**config.mk**
```make
export PLATFORM = sky130hd
export DESIGN_NAME = dsp_equation_accumulate_flat
export DESIGN_NICKNAME = d
export VERILOG_FILES = /design/src/rtl/dsp_equation_accumulate_if.sv /design/src/rtl/dsp_equation_accumulate.sv /design/src/flat_wrapper.sv
export SDC_FILE = /design/constraint.sdc
export NUM_CORES = 1
export LEC_CHECK = 0
export ABC_CLOCK_PERIOD_IN_PS = 20800
export CORE_MARGIN = 8
export CORE_UTILIZATION = 30
export DETAILED_ROUTE_END_ITERATION = 16
export PLACE_DENSITY = 0.57
export SETUP_SLACK_MARGIN = 0.02
export SLEW_MARGIN = 20
export SYNTH_ARGS = -nofsm -noshare
export SYNTH_HDL_FRONTEND = slang
export SYNTH_SLANG_ARGS = --single-unit
export TNS_END_PERCENT = 5
```
**constraint.sdc**
```tcl
create_clock -name wb_clk -period 20.8 [get_ports wb_clk]
set_input_delay 4.16 -clock wb_clk [delete_from_list [all_inputs] [get_ports wb_clk]]
set_output_delay 4.16 -clock wb_clk [all_outputs]
set_load 0.01 [all_outputs]
```
**src/rtl/dsp_equation_accumulate_if.sv**
```systemverilog
// Bundle of the control registers, result registers and shared file port
// used by the accumulate equation engine. The "master" modport is the engine
// side; the "slave" modport is the register block / file arbiter side.
interface dsp_equation_accumulate_if;
  logic [31:0] dsp_input0_reg;
  logic [31:0] dsp_input1_reg;
  logic [31:0] dsp_input3_reg;
  logic [7:0]  file_num;
  logic        file_read;
  logic        file_write;
  logic [31:0] file_write_data;
  logic [31:0] file_read_data;
  logic        file_active;
  logic [31:0] rd_ptr;
  logic [31:0] wr_ptr;
  logic        equation_done;
  logic        interrupt;
  logic        error;
  logic [31:0] dsp_output0_reg;
  logic [31:0] dsp_output1_reg;
  logic [31:0] dsp_output2_reg;

  modport master (
    input  dsp_input0_reg, dsp_input1_reg, dsp_input3_reg,
    input  file_read_data, file_active, rd_ptr, wr_ptr,
    output file_num, file_read, file_write, file_write_data,
    output equation_done, interrupt, error,
    output dsp_output0_reg, dsp_output1_reg, dsp_output2_reg
  );

  modport slave (
    output dsp_input0_reg, dsp_input1_reg, dsp_input3_reg,
    output file_read_data, file_active, rd_ptr, wr_ptr,
    input  file_num, file_read, file_write, file_write_data,
    input  equation_done, interrupt, error,
    input  dsp_output0_reg, dsp_output1_reg, dsp_output2_reg
  );
endinterface

```
**src/rtl/dsp_equation_accumulate.sv**
```systemverilog
// Accumulate equation engine for the DSP slave.
// Streams every word of the selected input file through the shared file
// port, unpacks byte / half-word / word lanes (sign or zero extended) and
// adds them into an ACC_W-bit accumulator. The result is written to the
// output file as two words (low, then extended upper) and presented on the
// three output registers together with the number of lanes accumulated.
// Build option: DSP_EQUATION_ACCUMULATE_SATURATE_EN clamps the accumulator
// on overflow; without it the accumulator wraps. Both set the error flag.
module dsp_equation_accumulate #(
  parameter int ACC_W = 48,
  parameter int DW    = 32
) (
  input logic                     wb_clk,
  input logic                     wb_rst,
  dsp_equation_accumulate_if.master bus
);

  // Two guard bits so a whole word of lanes plus the accumulator never
  // loses its true value before the range check.
  localparam int SW = ACC_W + 2;

  typedef enum logic [3:0] {
    S_IDLE,
    S_CHECK,
    S_READ,
    S_RWAIT,
    S_ACCUM,
    S_WRITE_LO,
    S_WLO_WAIT,
    S_WRITE_HI,
    S_WHI_WAIT,
    S_DONE
  } state_t;

  state_t           r_state;
  logic             r_startPrev;
  logic [1:0]       r_size;
  logic             r_signed;
  logic             r_irqEn;
  logic [7:0]       r_outFile;
  logic [DW-1:0]    r_word;
  logic [ACC_W-1:0] r_acc;
  logic [31:0]      r_count;
  logic [7:0]       r_fileNum;
  logic             r_fileRead;
  logic             r_fileWrite;
  logic [DW-1:0]    r_fileWriteData;
  logic             r_done;
  logic             r_irq;
  logic             r_error;
  logic [DW-1:0]    r_out0;
  logic [DW-1:0]    r_out1;
  logic [DW-1:0]    r_out2;

  logic             w_startEdge;
  logic [SW-1:0]    w_laneSum;
  logic [31:0]      w_lanes;
  logic [SW-1:0]    w_accExt;
  logic [SW-1:0]    w_sum;
  logic             w_ovf;
  logic [ACC_W-1:0] w_accNext;
  logic [63:0]      w_accWide;
  logic [31:0]      w_accUpper;
  logic             w_ptrEqual;
  logic             w_unused;

  assign w_startEdge = bus.dsp_input0_reg[0] & ~r_startPrev;
  assign w_ptrEqual  = (bus.rd_ptr == bus.wr_ptr);
  assign w_accExt    = {{2{r_signed & r_acc[ACC_W-1]}}, r_acc};
  assign w_sum       = w_accExt + w_laneSum;

  // Control bits and file-number bits outside the decoded fields are ignored.
  assign w_unused = ^{bus.dsp_input0_reg[31:5], bus.dsp_input1_reg[31:8],
                      bus.dsp_input3_reg[31:8]};

  function automatic logic [SW-1:0] extLane8(input logic [7:0] v, input logic s);
    return {{(SW-8){s & v[7]}}, v};
  endfunction

  function automatic logic [SW-1:0] extLane16(input logic [15:0] v, input logic s);
    return {{(SW-16){s & v[15]}}, v};
  endfunction

  function automatic logic [SW-1:0] extLane32(input logic [31:0] v, input logic s);
    return {{(SW-32){s & v[31]}}, v};
  endfunction

  // Unpack the captured word into lanes and sum them at guard-bit width.
  always_comb begin
    w_laneSum = '0;
    w_lanes   = 32'd1;
    case (r_size)
      2'd0: begin
        w_lanes = 32'd4;
        for (int i = 0; i < 4; i++) begin
          w_laneSum = w_laneSum + extLane8(r_word[8*i +: 8], r_signed);
        end
      end
      2'd1: begin
        w_lanes = 32'd2;
        for (int i = 0; i < 2; i++) begin
          w_laneSum = w_laneSum + extLane16(r_word[16*i +: 16], r_signed);
        end
      end
      default: begin
        w_lanes   = 32'd1;
        w_laneSum = extLane32(r_word, r_signed);
      end
    endcase
  end

  // Range check of the guarded sum and the overflow policy.
  always_comb begin
    if (r_signed) begin
      w_ovf = ~((&w_sum[SW-1:ACC_W-1]) | ~(|w_sum[SW-1:ACC_W-1]));
    end else begin
      w_ovf = |w_sum[SW-1:ACC_W];
    end
`ifdef DSP_EQUATION_ACCUMULATE_SATURATE_EN
    if (w_ovf) begin
      if (r_signed) begin
        w_accNext = w_sum[SW-1] ? {1'b1, {(ACC_W-1){1'b0}}} : {1'b0, {(ACC_W-1){1'b1}}};
      end else begin
        w_accNext = {ACC_W{1'b1}};
      end
    end else begin
      w_accNext = w_sum[ACC_W-1:0];
    end
`else
    w_accNext = w_sum[ACC_W-1:0];
`endif
  end

  // Upper result word: accumulator bits above 31, extended to a full word.
  always_comb begin
    w_accWide            = {64{r_signed & r_acc[ACC_W-1]}};
    w_accWide[ACC_W-1:0] = r_acc;
    w_accUpper           = w_accWide[63:32];
  end

  // Main sequencer: start detection, file handshakes, accumulation, results.
  always_ff @(posedge wb_clk) begin
    if (wb_rst) begin
      r_state         <= S_IDLE;
      r_startPrev     <= 1'b1;
      r_size          <= '0;
      r_signed        <= 1'b0;
      r_irqEn         <= 1'b0;
      r_outFile       <= '0;
      r_word          <= '0;
      r_acc           <= '0;
      r_count         <= '0;
      r_fileNum       <= '0;
      r_fileRead      <= 1'b0;
      r_fileWrite     <= 1'b0;
      r_fileWriteData <= '0;
      r_done          <= 1'b0;
      r_irq           <= 1'b0;
      r_error         <= 1'b0;
      r_out0          <= '0;
      r_out1          <= '0;
      r_out2          <= '0;
    end else begin
      r_startPrev <= bus.dsp_input0_reg[0];
      r_done      <= 1'b0;
      r_irq       <= 1'b0;
      case (r_state)
        S_IDLE: begin
          r_fileNum   <= bus.dsp_input1_reg[7:0];
          r_fileRead  <= 1'b0;
          r_fileWrite <= 1'b0;
          if (w_startEdge) begin
            r_size    <= bus.dsp_input0_reg[2:1];
            r_signed  <= bus.dsp_input0_reg[3];
            r_irqEn   <= bus.dsp_input0_reg[4];
            r_outFile <= bus.dsp_input3_reg[7:0];
            r_acc     <= '0;
            r_count   <= '0;
            r_out0    <= '0;
            r_out1    <= '0;
            r_out2    <= '0;
            if (bus.dsp_input0_reg[2:1] == 2'd3) begin
              r_error <= 1'b1;
              r_state <= S_DONE;
            end else begin
              r_error <= 1'b0;
              r_state <= S_CHECK;
            end
          end
        end
        S_CHECK: begin
          if (w_ptrEqual) begin
            r_fileNum       <= r_outFile;
            r_fileWrite     <= 1'b1;
            r_fileWriteData <= r_acc[31:0];
            r_state         <= S_WRITE_LO;
          end else begin
            r_fileRead <= 1'b1;
            r_state    <= S_READ;
          end
        end
        S_READ: begin
          if (bus.file_active) begin
            r_fileRead <= 1'b0;
            r_word     <= bus.file_read_data;
            r_state    <= S_RWAIT;
          end
        end
        S_RWAIT: begin
          if (bus.file_active) begin
            r_word <= bus.file_read_data;
          end else begin
            r_state <= S_ACCUM;
          end
        end
        S_ACCUM: begin
          r_acc   <= w_accNext;
          r_count <= r_count + w_lanes;
          if (w_ovf) begin
            r_error <= 1'b1;
          end
          if (!w_ptrEqual) begin
            r_fileRead <= 1'b1;
            r_state    <= S_READ;
          end else begin
            r_fileNum       <= r_outFile;
            r_fileWrite     <= 1'b1;
            r_fileWriteData <= w_accNext[31:0];
            r_state         <= S_WRITE_LO;
          end
        end
        S_WRITE_LO: begin
          if (bus.file_active) begin
            r_fileWrite <= 1'b0;
            r_state     <= S_WLO_WAIT;
          end
        end
        S_WLO_WAIT: begin
          if (!bus.file_active) begin
            r_fileWrite     <= 1'b1;
            r_fileWriteData <= w_accUpper;
            r_state         <= S_WRITE_HI;
          end
        end
        S_WRITE_HI: begin
          if (bus.file_active) begin
            r_fileWrite <= 1'b0;
            r_state     <= S_WHI_WAIT;
          end
        end
        S_WHI_WAIT: begin
          if (!bus.file_active) begin
            r_state <= S_DONE;
          end
        end
        S_DONE: begin
          r_out0  <= r_acc[31:0];
          r_out1  <= w_accUpper;
          r_out2  <= r_count;
          r_done  <= 1'b1;
          r_irq   <= r_irqEn;
          r_state <= S_IDLE;
        end
        default: begin
          r_fileRead  <= 1'b0;
          r_fileWrite <= 1'b0;
          r_state     <= S_IDLE;
        end
      endcase
    end
  end

  assign bus.file_num        = r_fileNum;
  assign bus.file_read       = r_fileRead;
  assign bus.file_write      = r_fileWrite;
  assign bus.file_write_data = r_fileWriteData;
  assign bus.equation_done   = r_done;
  assign bus.interrupt       = r_irq;
  assign bus.error           = r_error;
  assign bus.dsp_output0_reg = r_out0;
  assign bus.dsp_output1_reg = r_out1;
  assign bus.dsp_output2_reg = r_out2;

endmodule
```
**src/flat_wrapper.sv**
```systemverilog
// flat-port wrapper written by rule: the top's interface ports become plain ports
module dsp_equation_accumulate_flat 
#(
  parameter int ACC_W = 48,
  parameter int DW    = 32
)
  (wb_clk, wb_rst, bus_dsp_input0_reg, bus_dsp_input1_reg, bus_dsp_input3_reg, bus_file_read_data, bus_file_active, bus_rd_ptr, bus_wr_ptr, bus_file_num, bus_file_read, bus_file_write, bus_file_write_data, bus_equation_done, bus_interrupt, bus_error, bus_dsp_output0_reg, bus_dsp_output1_reg, bus_dsp_output2_reg);
  dsp_equation_accumulate_if bus_i ();
  input logic wb_clk;
  input logic wb_rst;
  input wire logic [$bits(bus_i.dsp_input0_reg)-1:0] bus_dsp_input0_reg;
  input wire logic [$bits(bus_i.dsp_input1_reg)-1:0] bus_dsp_input1_reg;
  input wire logic [$bits(bus_i.dsp_input3_reg)-1:0] bus_dsp_input3_reg;
  input wire logic [$bits(bus_i.file_read_data)-1:0] bus_file_read_data;
  input wire logic [$bits(bus_i.file_active)-1:0] bus_file_active;
  input wire logic [$bits(bus_i.rd_ptr)-1:0] bus_rd_ptr;
  input wire logic [$bits(bus_i.wr_ptr)-1:0] bus_wr_ptr;
  output wire logic [$bits(bus_i.file_num)-1:0] bus_file_num;
  output wire logic [$bits(bus_i.file_read)-1:0] bus_file_read;
  output wire logic [$bits(bus_i.file_write)-1:0] bus_file_write;
  output wire logic [$bits(bus_i.file_write_data)-1:0] bus_file_write_data;
  output wire logic [$bits(bus_i.equation_done)-1:0] bus_equation_done;
  output wire logic [$bits(bus_i.interrupt)-1:0] bus_interrupt;
  output wire logic [$bits(bus_i.error)-1:0] bus_error;
  output wire logic [$bits(bus_i.dsp_output0_reg)-1:0] bus_dsp_output0_reg;
  output wire logic [$bits(bus_i.dsp_output1_reg)-1:0] bus_dsp_output1_reg;
  output wire logic [$bits(bus_i.dsp_output2_reg)-1:0] bus_dsp_output2_reg;
  assign bus_i.dsp_input0_reg = bus_dsp_input0_reg;
  assign bus_i.dsp_input1_reg = bus_dsp_input1_reg;
  assign bus_i.dsp_input3_reg = bus_dsp_input3_reg;
  assign bus_i.file_read_data = bus_file_read_data;
  assign bus_i.file_active = bus_file_active;
  assign bus_i.rd_ptr = bus_rd_ptr;
  assign bus_i.wr_ptr = bus_wr_ptr;
  assign bus_file_num = bus_i.file_num;
  assign bus_file_read = bus_i.file_read;
  assign bus_file_write = bus_i.file_write;
  assign bus_file_write_data = bus_i.file_write_data;
  assign bus_equation_done = bus_i.equation_done;
  assign bus_interrupt = bus_i.interrupt;
  assign bus_error = bus_i.error;
  assign bus_dsp_output0_reg = bus_i.dsp_output0_reg;
  assign bus_dsp_output1_reg = bus_i.dsp_output1_reg;
  assign bus_dsp_output2_reg = bus_i.dsp_output2_reg;
  dsp_equation_accumulate #(.ACC_W(ACC_W), .DW(DW)) u_core (.wb_clk(wb_clk), .wb_rst(wb_rst), .bus(bus_i));
endmodule
```
Yosys cells after proc, flatten, opt, wreduce, memory -nomap -nowiden
Cells that the tools add are included.
{ "totals": {"reg_bits": 270, "in_bits": 195, "output_inout_bits": 141, "word_cells": 125} }
{ "classes": {"add_sub_neg": 6, "eq_ne": 25, "mux": 37, "n_bitwise": 13, "n_reduce_logical": 25} }
{ "op_table": {"columns": ["cell", "n"], "rows": [
  ["one-hot mux 32 bit (2 select lines)", 4],
  ["adder 50 bit", 3],
  ["two-way mux 32 bit", 4],
  ["one-hot mux 50 bit (2 select lines)", 1],
  ["one-hot mux 32 bit (3 select lines)", 1],
  ["one-hot mux 48 bit (2 select lines)", 1],
  ["two-way mux 48 bit", 1],
  ["adder 32 x 3 -> 32 bit", 1],
  ["== test 32 bit", 1],
  ["two-way mux 4 bit", 8],
  ["one-hot mux 4 bit (8 select lines)", 1],
  ["adder 17 x 17 -> 18 bit", 1],
  ["== test 4 x 3 -> 1 bit, second input constant", 4],
  ["one-hot mux 8 bit (2 select lines)", 1],
  ["!= test 2 bit, second input constant", 7],
  ["!= test 2 x 1 -> 1 bit, second input constant", 6],
  ["adder 9 x 9 -> 10 bit", 1],
  ["AND reduction 2 bit", 5],
  ["OR reduction 2 bit", 5],
  ["two-way mux 1 bit", 9],
  ["AND reduction 3 bit", 3],
  ["== test 4 x 2 -> 1 bit, second input constant", 2],
  ["== test 4 bit, second input constant", 2],
  ["two-way mux 8 bit", 1],
  ["other kinds (20)", 33]
]} }

Depth between registers and ports, before layout
Gate-level depths: netlist (run 1).
{ "logic_depth": {"word_depth": 13, "ltp_mapped": 32, "depth_no_buf": 31} }

Worst setup path after synthesis (run 1)
No wires, ideal clock.
{ "synth_path": {"path_kind": "register to register", "from": "register u_core.r_word[0]", "to": "register u_core.r_error, in the netlist u_core.bus.error", "setup_ns": 0.126, "arrival_time_ns": 6.610, "t_required_ns": 20.674, "slack_ns": 14.064, "stages_incl_launch_ff": 31, "path_cell_list": "dfxtp_1 -> ha_1 -> fa_1 -> inv_1 -> fa_1 -> inv_1 -> ha_1 -> fa_1 -> a21o_1 -> a21oi_1 -> o21bai_1 -> a21oi_1 -> o21bai_1 -> a21oi_1 -> nor2b_1 -> o21ai_0 -> nand2b_1 -> fa_1 -> mux2i_1 -> o21ai_0 -> ha_1 -> nand2_1 -> nor2_1 -> a211oi_1 -> a21oi_2 -> or4_4 -> a2111o_1 -> a31oi_2 -> xor2_1 -> mux2i_1 -> a221oi_2"} }
{ "synth_between": {"elab_chain_len": 12, "elab_cells_between_ends": 15} }
{ "synth_rtl": {"columns": ["element", "line_no", "source"], "rows": [
  ["from (decl)", "dsp_equation_accumulate.sv:41", "logic [DW-1:0] r_word;"],
  ["from (signal assigned)", "dsp_equation_accumulate.sv:205", "r_word <= bus.file_read_data;"],
  ["from (signal assigned)", "dsp_equation_accumulate.sv:211", "r_word <= bus.file_read_data;"],
  ["adder 9 x 9 -> 10 bit", "dsp_equation_accumulate.sv:96", "w_laneSum = w_laneSum + extLane8(r_word[8*i +: 8], r_signed);"],
  ["adder 50 bit (2 in a row)", "dsp_equation_accumulate.sv:96", null],
  ["one-hot mux 50 bit (2 select lines) *", "dsp_equation_accumulate.sv:92", "case (r_size)"],
  ["adder 50 bit *", "dsp_equation_accumulate.sv:70", "assign w_sum = w_accExt + w_laneSum;"],
  ["OR reduction 3 bit", "dsp_equation_accumulate.sv:115", "w_ovf = ~((&w_sum[SW-1:ACC_W-1]) | ~(|w_sum[SW-1:ACC_W-1]));"],
  ["inverter 1 bit", "dsp_equation_accumulate.sv:115", null],
  ["bitwise OR 1 bit", "dsp_equation_accumulate.sv:115", null],
  ["inverter 1 bit", "dsp_equation_accumulate.sv:115", null],
  ["two-way mux 1 bit *", "dsp_equation_accumulate.sv:114", "if (r_signed) begin"],
  ["!= test 2 x 1 -> 1 bit (no line) *", null, null],
  ["AND reduction 3 bit (no line) *", null, null],
  ["to (signal assigned)", "dsp_equation_accumulate.sv:159", "r_error <= 1'b0;"],
  ["to (signal assigned)", "dsp_equation_accumulate.sv:183", "r_error <= 1'b1;"],
  ["to (signal assigned)", "dsp_equation_accumulate.sv:186", "r_error <= 1'b0;"],
  ["to (decl)", "dsp_equation_accumulate.sv:50", "logic r_error;"]
]} }
Every way passes the cells marked *; elsewhere a longest branch is shown, timed or not.
A chain may end at the register's enable or synchronous reset.

Worst setup path after layout (run 1)
{ "layout_path": {"from": "register u_core.r_word[8]", "to": "register u_core.r_error, in the netlist u_core.bus.error"} }
The elaborated chain is that of the path after synthesis.

==> results of run 1 <==
## cell families after synthesis
family	after synthesis
AO/OA/AOI/OAI	609
XOR/XNOR	104
adder cells (fa/ha/maj)	114
buffers and inverters	200
flip-flops	255
multiplexers	26
AND/OR/NAND/NOR	616
## layout by cell type (no fill, tap or decap), types with 30 or more instances in the layout
master	n
a211oi_1	30
a21o_1	33
a21oi_1	211
a22o_1	87
a22oi_1	31
clkbuf_16	30
clkdlybuf4s50_1	259
dfxtp_1	255
ha_1	89
inv_1	73
nand2_1	266
nand3_1	34
nor2_1	153
o21ai_0	70
xnor2_1	86
## critical path: cells and delay by family, from the launching register on
family	cells	cell delay, ps
AND/OR/NAND/NOR	6	1660
buffers and inverters	2	90
AO/OA/AOI/OAI	13	2970
multiplexers	2	430
flip-flops	1	370
adder cells (fa/ha/maj)	7	2760
## final timing paths
check,from,endpoint,slack [ps],cells after the start
max,u_core.r_word[8],u_core.bus.error,12380,30
min,u_core.bus.file_write_data[6],u_core.bus.file_write_data[6],450,2
max reg2reg,u_core.r_word[8],u_core.bus.error,12380,30
min reg2reg,u_core.bus.file_write_data[6],u_core.bus.file_write_data[6],450,2
## layer usage
layer / up-vias / GRT usage / part of all wire
met5: - / 0 / 0.00029
met4: 2 / 0.0689 / 0.041
met3: 102 / 0.0364 / 0.060
met2: 444 / 0.282 / 0.45
met1: 7066 / 0.229 / 0.45
li1: 7258 / - / -
## cell type report
cell class | count | area [µm²]
timing repair buffer | 276 | 2720
fill | 5291 | 31600
multi-input combinational | 1469 | 9710
clock buffer | 39 | 845
tap | 680 | 851
sequential | 255 | 5100
clock inverter | 16 | 193
antenna | 1 | 2.50
inverter | 73 | 274
## per-stage QoR
stage | setup WS (ps) | hold slack, ps | instances
floorplan | 14060 | 430 | 1924
global placement | 12650 | 435 | 2753
detailed placement | 12480 | 445 | 2753
CTS | 12500 | 455 | 2808
global route | 12030 | 472 | 2808
finish | 12380 | 449 | 2809
## report_power, final
part	internal [mW]	switching (mW)	total, mW	leakage (nW)
Combinational	0.106	0.153	0.260	4.93
Sequential	0.505	0.0197	0.525	2.06
Clock	0.324	0.223	0.548	0.510
Total	0.936	0.396	1.33	7.50
==> results.yml, run 1 <==
power:
  power.density_nw_per_um2: 67.6
  peakVddDrop_mv: 0.0513
  total_leakage_power_nw: 7.50
  design_power_total_mw: 1.33
clocking:
  post_cts_hold_buffer_count: 0
  cts.htree.levels: 1
  clock_pin_slew_on_the_worst_setup_and_hold_paths_ps: 70
  clk_path_buf_depth: 3
  tritoncts: "built"
  cts_buffers: 30
  clock-sinks: 255
  postcts_resize_cnt: 0
  clock-root-buffer: "clkbuf_16"
  clk-insertion-delay-late_ps: 600
  cts_setup_buffers: 0
timing:
  totalNegativeSetupSlack_ps: 0
  worstMarginPinSlew_ps: 1140
  final_clock_period_utilization_by_the_worst_path: 0.405
  timing.fmax_mhz: 119
  timing.max_slew.rel_slack: 0.236
  drv_slew: 0
  setup_repair_after_global_routing_missed_its_margin: "false"
  setup_viol_count_final: 0
  hold_viol_final: 0
  timing.final.crit_period_ps: 8420
  worst_clock_skew_ps: 33.2
hold_path:
  min_path_type: "flop to flop"
critical_path:
  timing.critical_path.arrival_ps: 8860
  worstSetupPathType: "flop to flop"
  crit_fanout: 6
  required_time_of_the_critical_path_ps: 21250
  cp-end-kind: "flop"
  timing.critical_path.slowest_cell_delay_ps: 520
  timing.critical_path.from_type: "flop"
  crit_path_max_delay_cell_type: "fa_1"
logic_synthesis:
  synth_enable_flop_cells: 0
  yosys.area_share.simple: 0.178
  synth_mux_area_frac: 0.0173
  synthXorXnorAreaFrac: 0.0584
  yosys.cell_types.count: 79
  flops_latches_synth: 255
  synth.net_count: 2231
  synth.most_common_cell: "nand2_1"
  syn-instance-count: 1924
  synth_top_flop_cell: "dfxtp_1"
  netlist.top_cell.by_area: "dfxtp_1"
  synth.avg_cell_area_um2: 8.10
  syn_area_um2: 15600
  dominant_combinational_cell_family_by_area_after_synthesis: "compound AO/OA/AOI/OAI gates"
  synth.top_cells.by_count: "nand2_1 (266), dfxtp_1 (255), a21oi_1 (213)"
  compound_gate_fraction_of_synth_area: 0.263
  synth_area_leaders: "dfxtp_1 (33%), ha_1 (7.1%), a21oi_1 (6.8%)"
  synth-adder-area-share: 0.102
  synth.yosys.seq_area_share: 0.328
  yosysTopAreaCellShare: 0.328
  ys_async_sr_fraction: 0
  synthesis.yosys.warnings: 0
die:
  starting_density: 0.304
  fp.coreArea_um2: 51300
  die-width_um: 244
  boundaryPins: 336
  area_of_the_die_um2: 59500
  row_count: 83
  die_h_um: 244
route:
  first_iter_violations: 1147
  routed_wirelength_um: 55100
  first_drt_pass_iteration_count: 5
  vias: 14900
  drc: 0
  ant_nets: 0
  vias_per_cell: 5.29
  routed_wirelength_normalized_by_instance_count_um: 19.6
placed_design:
  globalplace.congestion: 0.938
  hpwlAfterDp_um: 42900
  portBuffers: 260
  placement.cell_area_um2: 18700
layout:
  largest_reg_flops: 48
  top_register: "u_core.r_acc"
  final_core_utilization: 0.384
  layout-area-overhead-vs-synth_pct: 26.4
  final_net_count: 2412
  finalInstanceArea_um2: 19700
  share_of_post_route_cells_with_drive_strength_above_1: 0.0583
global_routing:
  grt_antenna_before_repair: 1
  pin_count_of_the_biggest_net_entering_global_routing: 69
  grt_overflow: 0
  grt_first_pass_wirelength_um: 84300
  grt.total_usage: 0.176
  grt_pass1_vias: 14300
flow_run:
  max_cap_viol_count: 0
run_status:
  status: "complete, no violations"
Power figures use the tool's default switching activity.
==> run 2, diff against run 1 <==
--- a/config.mk
+++ b/config.mk
@@ -5,7 +5,7 @@
 export SDC_FILE = /design/constraint.sdc
 export NUM_CORES = 1
 export LEC_CHECK = 0
-export ABC_CLOCK_PERIOD_IN_PS = 20800
+export ABC_CLOCK_PERIOD_IN_PS = 8200
 export CORE_MARGIN = 8
 export CORE_UTILIZATION = 30
 export DETAILED_ROUTE_END_ITERATION = 16
==> constraint.sdc (replaced) <==
create_clock -name wb_clk -period 8.2 [get_ports wb_clk]
set_input_delay 1.64 -clock wb_clk [delete_from_list [all_inputs] [get_ports wb_clk]]
set_output_delay 1.64 -clock wb_clk [all_outputs]
set_load 0.01 [all_outputs]
==> run 2 against run 1 <==
  * Total power rose by 140%
  * Flip-flop and latch count stayed put
  * Register-to-register slack worse by 12000 ps
  * Die area is the same
  * Design area is essentially flat
  * Fmax is 9.9% higher
  * Clock power is 130% higher
  * Sequential power rose to 2.5 times the previous value
  * Clock skew fell by 23 ps
  * Global-route usage hardly changed
  * First-iteration DRC count is 0.70% lower
  * Sequential share of layout area barely moved
  * Critical endpoint unchanged
==> results.yml, run 2 (same netlist as run 1, synthesis figures left out) <==
run_status:
  status: "complete, no violations"
timing:
  final_clock_period_utilization_by_the_worst_path: 0.934
  setup_repair_after_global_routing_missed_its_margin: "false"
  timing.max_slew.rel_slack: 0.285
  timing.final.crit_period_ps: 7660
  timing.fmax_mhz: 131
  setup_viol_count_final: 0
  final.setup.worst_slack_ps: 542
  worst_clock_skew_ps: 10.5
  drv_slew: 0
  worstMarginPinSlew_ps: 1070
  totalNegativeSetupSlack_ps: 0
  hold_viol_final: 0
placed_design:
  globalplace.congestion: 0.931
  place_ws_ps: 120
  portBuffers: 260
  placement.cell_area_um2: 18700
  hpwlAfterDp_um: 43000
clocking:
  clk-insertion-delay-late_ps: 580
  tritoncts: "built"
  clk_path_buf_depth: 3
  clock-sinks: 255
  clock-root-buffer: "clkbuf_16"
  cts.htree.levels: 1
  cts_buffers: 29
  clock_pin_slew_on_the_worst_setup_and_hold_paths_ps: 60
  cts_setup_buffers: 0
die:
  row_count: 83
  starting_density: 0.304
  die-width_um: 244
  boundaryPins: 336
  fp.coreArea_um2: 51300
  die_h_um: 244
  area_of_the_die_um2: 59500
power:
  clkPwrFrac: 0.387
  power.switching_fraction: 0.300
  power.share.sequential: 0.409
  internal-power_mw: 2.28
  power_frac_comb: 0.204
  power.density_nw_per_um2: 165
  net-switching-power_uw: 975
  total_leakage_power_nw: 7.52
  peakVddDrop_mv: 0.117
layout:
  largest_reg_flops: 48
  share_of_post_route_cells_with_drive_strength_above_1: 0.0622
  layout-area-overhead-vs-synth_pct: 26.3
  highest_count_cells_in_the_layout_ignoring_fill_and_taps: "nand2_1 (266), clkdlybuf4s50_1 (259), dfxtp_1 (255)"
  finalInstanceArea_um2: 19700
  top_register: "u_core.r_acc"
  final_core_utilization: 0.384
  antenna_cells_inserted: 0
  final_net_count: 2423
  layout.cells.most_common: "nand2_1"
global_routing:
  pin_count_of_the_biggest_net_entering_global_routing: 90
  grt.total_usage: 0.175
  grt_first_pass_wirelength_um: 84000
  grt_pass1_vias: 14400
  grt_overflow: 0
  grt_antenna_before_repair: 0
critical_path:
  worstSetupPathType: "flop to flop"
  crit_path_max_delay_cell_type: "or3b_2"
  required_time_of_the_critical_path_ps: 8620
  timing.critical_path.from_type: "flop"
  timing.critical_path.slowest_cell_delay_ps: 490
  critical_path.most_common_cell: "a21oi_1"
  timing.critical_path.arrival_ps: 8080
  cp-end-kind: "flop"
  crit_fanout: 6
route:
  ant_nets: 0
  drc: 0
  routed_wirelength_um: 55000
  vias: 14800
  first_iter_violations: 1139
  routed_wirelength_normalized_by_instance_count_um: 19.5
  first_drt_pass_iteration_count: 5
  vias_per_cell: 5.27
hold_path:
  min_path_type: "flop to flop"
flow_run:
  max_cap_viol_count: 0
run 2: cell count changes in the layout (fill, tap and decap cells not counted), sizes merged:
cell,delta
clkinv,-2
inv,+1
diode,-1
buf,+12
clkbuf,+3
bufinv,-3
clkinvlp,-1
run 2: path summary, 6_finish.rpt:
| kind | start | to | slack [ps] | depth (start not counted) |
|---|---|---|---|---|
| setup / recovery | u_core.r_word[0] | u_core.bus.error | 540 | 30 |
| hold / removal | u_core.bus.file_write_data[4] | u_core.bus.file_write_data[4] | 450 | 2 |
| setup reg to reg | u_core.r_word[0] | u_core.bus.error | 540 | 30 |
| hold reg to reg | u_core.bus.file_write_data[4] | u_core.bus.file_write_data[4] | 450 | 2 |
run 2: metrics by stage:
step	hold WS, ps	cells	power (mW)
after floorplan	430	1924	1.76
after global placement	434	2765	2.01
after CTS	456	2818	3.29
after detailed placement	448	2765	2.02
final	452	2818	3.25
after global routing	478	2818	3.42
run 2: cell type report:
type	instances	area [µm²]
fillers	5316	31600
clock buffers	42	855
inverters	73	274
repair buffers	288	2810
well taps	680	851
flip-flops and latches	255	5100
multi-input cells	1469	9720
clock inverters	11	76.3
run 2: timing repair:
action | 4_1_cts | 5_1_grt
resized for setup | 0 | 7
endpoints found under the setup margin | 0 | 8
hold buffers | 0 | 0
run 2: per-layer routing:
metal | GRT usage | up-vias | part of all wire
met1 | 0.231 | 7026 | 0.45
li1 | - | 7270 | -
met5 | 0 | - | 0
met4 | 0.0664 | 0 | 0.041
met3 | 0.0306 | 108 | 0.059
met2 | 0.283 | 435 | 0.45
run 2: power groups by stage:
stage	registers, mW	clock network (mW)	logic [mW]
floorplan	1.34	0	0.421
global placement	1.35	0	0.653
detailed placement	1.36	0	0.662
CTS	1.33	1.29	0.666
global route	1.34	1.35	0.733
finish	1.33	1.26	0.664
run 2: worst max-delay path: cells and delay by family (launching register included):
kind / cells / cell delay, ps
AND/OR/NAND/NOR: 7 / 1970
buffers and inverters: 2 / 260
flip-flops: 1 / 340
adder cells (fa/ha/maj): 6 / 2250
AO/OA/AOI/OAI: 13 / 2260
XOR/XNOR: 1 / 250
multiplexers: 1 / 160
==> run 3, diff against run 2 <==
--- a/config.mk
+++ b/config.mk
@@ -5,7 +5,6 @@
 export SDC_FILE = /design/constraint.sdc
 export NUM_CORES = 1
 export LEC_CHECK = 0
-export ABC_CLOCK_PERIOD_IN_PS = 8200
 export CORE_MARGIN = 8
 export CORE_UTILIZATION = 30
 export DETAILED_ROUTE_END_ITERATION = 16
==> results of run 3 <==
Final layout, timing and power as in run 2 (identical DEF).
